===== config.mk =====
export PLATFORM = sky130hd
export DESIGN_NAME = imem_loader
export DESIGN_NICKNAME = d
export VERILOG_FILES = /design/src/rtl/imem_loader.sv
export SDC_FILE = /design/constraint.sdc
export NUM_CORES = 1
export LEC_CHECK = 0
export ABC_AREA = 1
export CAP_MARGIN = 10
export CORE_MARGIN = 3
export CORE_UTILIZATION = 30
export DETAILED_ROUTE_END_ITERATION = 7
export PLACE_DENSITY_LB_ADDON = 0.1
export SETUP_SLACK_MARGIN = 0.1
export SLEW_MARGIN = 40
export SYNTH_ARGS = -nofsm -noshare
export SYNTH_HDL_FRONTEND = slang
export SYNTH_SLANG_ARGS = --single-unit

===== constraint.sdc =====
create_clock -name clk -period 3.8 [get_ports clk]
set_input_delay 1.14 -clock clk [delete_from_list [all_inputs] [get_ports clk]]
set_output_delay 1.14 -clock clk [all_outputs]
set_load 0.005 [all_outputs]

===== src/rtl/imem_loader.sv =====
// imem_loader: boot-time writer for the instruction memory bank.
// It takes a byte stream on a valid/ready handshake. The stream is one header
// byte N, then 4*N data bytes, then one XOR checksum byte.
// Data bytes are packed big-endian into 32-bit words and written to word-aligned
// addresses starting at 0.
// The CPU is held stalled until an image with a good checksum has been loaded.
module imem_loader #(
  parameter int ADDR_W    = 8,
  parameter int MAX_WORDS = 2 ** (ADDR_W - 2)
) (
  input  logic              clk,
  input  logic              rst,
  input  logic              start,
  input  logic [7:0]        byte_in,
  input  logic              byte_valid,
  output logic              byte_ready,
  output logic              imem_we,
  output logic [ADDR_W-1:0] imem_addr,
  output logic [31:0]       imem_wdata,
  output logic              cpu_hold,
  output logic              done,
  output logic              error,
  output logic [ADDR_W-2:0] word_count
);

  localparam logic [2:0] ST_IDLE  = 3'd0;
  localparam logic [2:0] ST_HDR   = 3'd1;
  localparam logic [2:0] ST_DATA  = 3'd2;
  localparam logic [2:0] ST_WRITE = 3'd3;
  localparam logic [2:0] ST_CHK   = 3'd4;
  localparam logic [2:0] ST_DONE  = 3'd5;
  localparam logic [2:0] ST_ERR   = 3'd6;

  localparam logic [ADDR_W-2:0] WC_ONE = {{(ADDR_W-2){1'b0}}, 1'b1};

  // Running checksum fold: XOR of every header and data byte seen so far.
  function automatic logic [7:0] csum_fold(input logic [7:0] acc, input logic [7:0] b);
    return acc ^ b;
  endfunction

  logic [2:0]        state_r;
  logic [2:0]        state_nxt_s;
  logic [ADDR_W-2:0] n_r;
  logic [ADDR_W-2:0] word_count_r;
  logic [ADDR_W-2:0] wc_inc_s;
  logic [1:0]        byte_idx_r;
  logic [23:0]       shift_r;
  logic [7:0]        csum_r;
  logic [ADDR_W-1:0] imem_addr_r;
  logic [31:0]       imem_wdata_r;
  logic              byte_ready_s;
  logic              xfer_s;
  logic              hdr_too_big_s;

  // byte_ready is a pure state decode, so byte_valid never feeds back into it.
  assign byte_ready_s  = (state_r == ST_HDR) || (state_r == ST_DATA) || (state_r == ST_CHK);
  assign xfer_s        = byte_valid & byte_ready_s;
  assign hdr_too_big_s = ({24'd0, byte_in} > 32'(MAX_WORDS));
  assign wc_inc_s      = word_count_r + WC_ONE;

  assign byte_ready = byte_ready_s;
  assign imem_we    = (state_r == ST_WRITE);
  assign imem_addr  = imem_addr_r;
  assign imem_wdata = imem_wdata_r;
  assign cpu_hold   = (state_r != ST_DONE);
  assign done       = (state_r == ST_DONE);
  assign error      = (state_r == ST_ERR);
  assign word_count = word_count_r;

  // Next-state selection for the load sequence.
  always_comb begin
    state_nxt_s = state_r;
    case (state_r)
      ST_IDLE: begin
        if (start) state_nxt_s = ST_HDR;
        else       state_nxt_s = ST_IDLE;
      end
      ST_HDR: begin
        if (!xfer_s)               state_nxt_s = ST_HDR;
        else if (hdr_too_big_s)    state_nxt_s = ST_ERR;
        else if (byte_in == 8'd0)  state_nxt_s = ST_CHK;
        else                       state_nxt_s = ST_DATA;
      end
      ST_DATA: begin
        if (xfer_s && (byte_idx_r == 2'd3)) state_nxt_s = ST_WRITE;
        else                                state_nxt_s = ST_DATA;
      end
      ST_WRITE: begin
        if (wc_inc_s == n_r) state_nxt_s = ST_CHK;
        else                 state_nxt_s = ST_DATA;
      end
      ST_CHK: begin
        if (!xfer_s)                 state_nxt_s = ST_CHK;
        else if (byte_in == csum_r)  state_nxt_s = ST_DONE;
        else                         state_nxt_s = ST_ERR;
      end
      ST_DONE: begin
        if (start) state_nxt_s = ST_HDR;
        else       state_nxt_s = ST_DONE;
      end
      ST_ERR: begin
        if (start) state_nxt_s = ST_HDR;
        else       state_nxt_s = ST_ERR;
      end
      default: state_nxt_s = ST_IDLE;
    endcase
  end

  // State register plus datapath: header latch, word assembly, checksum and write address.
  always_ff @(posedge clk or posedge rst) begin
    if (rst) begin
      state_r      <= ST_IDLE;
      n_r          <= '0;
      word_count_r <= '0;
      byte_idx_r   <= 2'd0;
      shift_r      <= 24'd0;
      csum_r       <= 8'd0;
      imem_addr_r  <= '0;
      imem_wdata_r <= 32'd0;
    end else begin
      state_r <= state_nxt_s;
      case (state_r)
        ST_HDR: begin
          if (xfer_s) begin
            n_r          <= (ADDR_W-1)'(byte_in);
            csum_r       <= byte_in;
            word_count_r <= '0;
            byte_idx_r   <= 2'd0;
          end
        end
        ST_DATA: begin
          if (xfer_s) begin
            shift_r    <= {shift_r[15:0], byte_in};
            csum_r     <= csum_fold(csum_r, byte_in);
            byte_idx_r <= byte_idx_r + 2'd1;
            // The 4th byte completes the word; stage it and its address for the write cycle.
            if (byte_idx_r == 2'd3) begin
              imem_wdata_r <= {shift_r, byte_in};
              imem_addr_r  <= {word_count_r[ADDR_W-3:0], 2'b00};
            end
          end
        end
        ST_WRITE: begin
          word_count_r <= wc_inc_s;
        end
        default: begin
        end
      endcase
    end
  end

endmodule


==> results.tsv <==
metric	value	unit
core	0.0127	mm2
viasPerCell	4.37	
ys_types	28	
slew_headroom	53.9	%
cts_tree	yes	
antenna_found_initial	0	
synthesis.instances	460	
die_x	120	um
grt_first_pass_wirelength	15100	um
layoutNonFillerInstCount	696	
max_freq	0.316	GHz
wl_per_cell	13.1	um
power_leakage	0.00237	uW
finalCritPeriodShare	83.4	%
power_frac_clock	22.1	%
fin_tns_setup	0	ns
outcome	finished clean	
firstDrtPassIters	4	
clock_sinks	89	
cp-endpoint	byte_ready	
drc_errors	0	
cts_buffers	9	
grt_max_degree	69	
drv_cap	0	
slew_violations	0	
grt_pass1_vias	2976	
r2r_end	csum_r[0]$_DFFE_PP0P_	
n_antenna_cell	0	
post_cts_buffers	0	
die_h	120	um
setup_viol	0	
cp.required	2.66	ns
row_count	41	
ctsResizeCount	0	
ir_worst_vdd	0.217	mV
wl	9150	um
finish.utilization	39.2	%
setup.worst_path.start_class	flip-flop	
regToRegSetupSlack	1.96	ns
grt_setup_unrepaired	no	
insertion_delay	0.34	ns
combPwrFrac	36.7	%
final_antenna_net_count	0	
netlist_area	0.00393	mm2
finalHoldViolations	0	
fin_crit	3.17	ns
start_util	30.9	%
nets	533	
via_count	3043	
dp_hpwl	6520	um
min_path_type	flip-flop to flip-flop	
net-switching-power	1380	uW
skew	0.00855	ns
worstSetupEndpointType	primary output	
post-place-cells	680	
critPathArrivalTime	2.03	ns
cts_buffer_depth	2	
p_sw_share	35.5	%
synth_seq_area_share	56.6	%
grt_overflow	0	
drive_gt1_share	5.53	%
clk_pin_slew	0.06	ns
grt_usage	13.4	%
p_per_area	780	mW/mm2
seqPwrFrac	41.3	%
ys_ff_latch	89	
r2r_cells	8	
critPathLaunch	state_r[0]$_DFF_PP0_	
gp_congestion	0.862	
ios	64	
crit_type	flip-flop to primary output	
crit_fanout	13	
io_buffers	61	
syn_to_final_growth	26.9	%
cts-root-buf	clkbuf_16	
die-area	0.0145	mm2
postCtsHoldBufs	0	
synth_area_per_cell	8.55	um2
worst_pin_slew	0.690	ns
p_total	3890	uW
internal-power	2510	uW
worstReg2RegStart	state_r[0]$_DFF_PP0_	
fillerInstances	1347	
drt-initial-drc-count	178	
cts-htree-levels	3	
ys_warn_count	0	
cells by family (layout without fill, tap and decap cells):
| group | count (synthesis) | after routing | synth area share (%) |
|---|---|---|---|
| buffers and inverters | 77 | 140 | 8.27 |
| adder cells (fa/ha/maj) | 2 | 2 | 0.636 |
| AO/OA/AOI/OAI | 88 | 88 | 12.2 |
| AND/OR/NAND/NOR | 194 | 194 | 20.2 |
| flip-flops | 89 | 89 | 56.6 |
| other | 1 | 2 | 0.0954 |
| XOR/XNOR | 9 | 9 | 2.00 |
cells in the final DEF, fill, tap and decap left out:
master	n
nor2_4	2
nand3_1	14
o21ai_2	2
nand2_4	1
nand4_1	1
o21a_1	4
buf_12	1
nand2_1	150
nor2_1	21
dfrtp_1	89
clkinv_4	1
a31oi_1	4
ha_1	2
nand2_2	1
clkdlybuf4s50_1	61
clkinv_2	3
inv_6	2
clkbuf_16	9
xor2_1	4
xnor2_1	5
conb_1	2
inv_4	1
inv_1	57
o21ai_0	53
o211ai_1	4
nor3_1	3
o22ai_1	5
inv_2	1
o21ai_1	10
nor2_8	1
clkbuf_8	2
a21oi_1	6
buf_4	2
critical path: stages, from the launching register on:
cell	delay, ns
dfrtp_1	0.40
inv_1	0.08
nand2_1	0.10
nor2_4	0.20
inv_1	0.25
nand3_1	0.16
clkdlybuf4s50_1	0.51
synth_stat cells:
master / instances / area, um2
a21oi_1: 6 / 30.0
a31oi_1: 4 / 25.0
buf_2: 2 / 10.0
buf_4: 3 / 22.5
buf_6: 3 / 33.8
clkbuf_1: 9 / 33.8
conb_1: 1 / 3.75
dfrtp_1: 89 / 2230
ha_1: 2 / 25.0
inv_1: 58 / 218
inv_2: 2 / 7.51
nand2_1: 150 / 563
nand2_2: 1 / 6.26
nand2_4: 1 / 11.3
nand3_1: 14 / 70.1
nand4_1: 1 / 6.26
nor2_1: 21 / 78.8
nor2_4: 2 / 22.5
nor2_8: 1 / 20.0
nor3_1: 3 / 15.0
o211ai_1: 4 / 30.0
o21a_1: 4 / 30.0
o21ai_0: 53 / 265
o21ai_1: 10 / 50.1
o21ai_2: 2 / 17.5
o22ai_1: 5 / 31.3
xnor2_1: 5 / 43.8
xor2_1: 4 / 35.0
power by group through the flow:
stage               Clock (uW)  Combinational (uW)  Sequential (uW)
floorplan                    0                 848             1580
global placement             0                1430             1620
detailed placement           0                1450             1630
CTS                        887                1460             1610
global route               921                1640             1670
finish                     859                1430             1610
per-stage QoR:
| stage | instance area [um2] | worst slack, ns | hold slack, ns |
|---|---|---|---|
| 6_report | 4990 | 0.631 | 0.472 |
| 5_1_grt | 4990 | 0.513 | 0.495 |
| 4_1_cts | 4990 | 0.599 | 0.482 |
| 3_5_place_dp | 4700 | 0.921 | 0.466 |
| 3_3_place_gp | 4700 | 0.889 | 0.464 |
| 2_1_floorplan | 3940 | 0.353 | 0.449 |
sequential cells by signal, summed over array words and instances (netlist names):
signal,cells
n_r,7
imem_wdata,32
shift_r,24
state_r,3
word_count,7
csum_r,8
byte_idx_r,2
imem_addr,6
cell type report:
type                       count  area, um2  share of cell area, %
multi-input combinational    295       1380                   27.7
timing repair buffer          64        646                   12.9
sequential                    89       2230                   44.6
clock inverter                 5       36.3                  0.727
inverter                      60        229                   4.59
tap                          172        215                   4.31
clock buffer                  11        253                   5.07
layer usage:
metal	vias to the layer above	GRT usage, %	wire length [um]
met2	52	19.1	3870
met4	0	6.37	168
met1	1408	19.4	4740
li1	1572	-	-
met5	-	0	0
met3	11	2.81	375
how the worst min path moves through the flow:
stage / slack (ns) / from / depth (start not counted) / to
finish: 0.47 / imem_wdata[26]$_DFFE_PP0P_ / 2 / imem_wdata[26]$_DFFE_PP0P_
detailed placement: 0.47 / imem_wdata[26]$_DFFE_PP0P_ / 2 / imem_wdata[26]$_DFFE_PP0P_
global route: 0.49 / imem_wdata[28]$_DFFE_PP0P_ / 2 / imem_wdata[28]$_DFFE_PP0P_
CTS: 0.48 / imem_wdata[28]$_DFFE_PP0P_ / 2 / imem_wdata[28]$_DFFE_PP0P_
floorplan: 0.45 / shift_r[16]$_DFFE_PP0P_ / 2 / imem_wdata[24]$_DFFE_PP0P_
global placement: 0.46 / imem_wdata[24]$_DFFE_PP0P_ / 2 / imem_wdata[24]$_DFFE_PP0P_
Note: power is estimated with default switching activity, not from simulation.
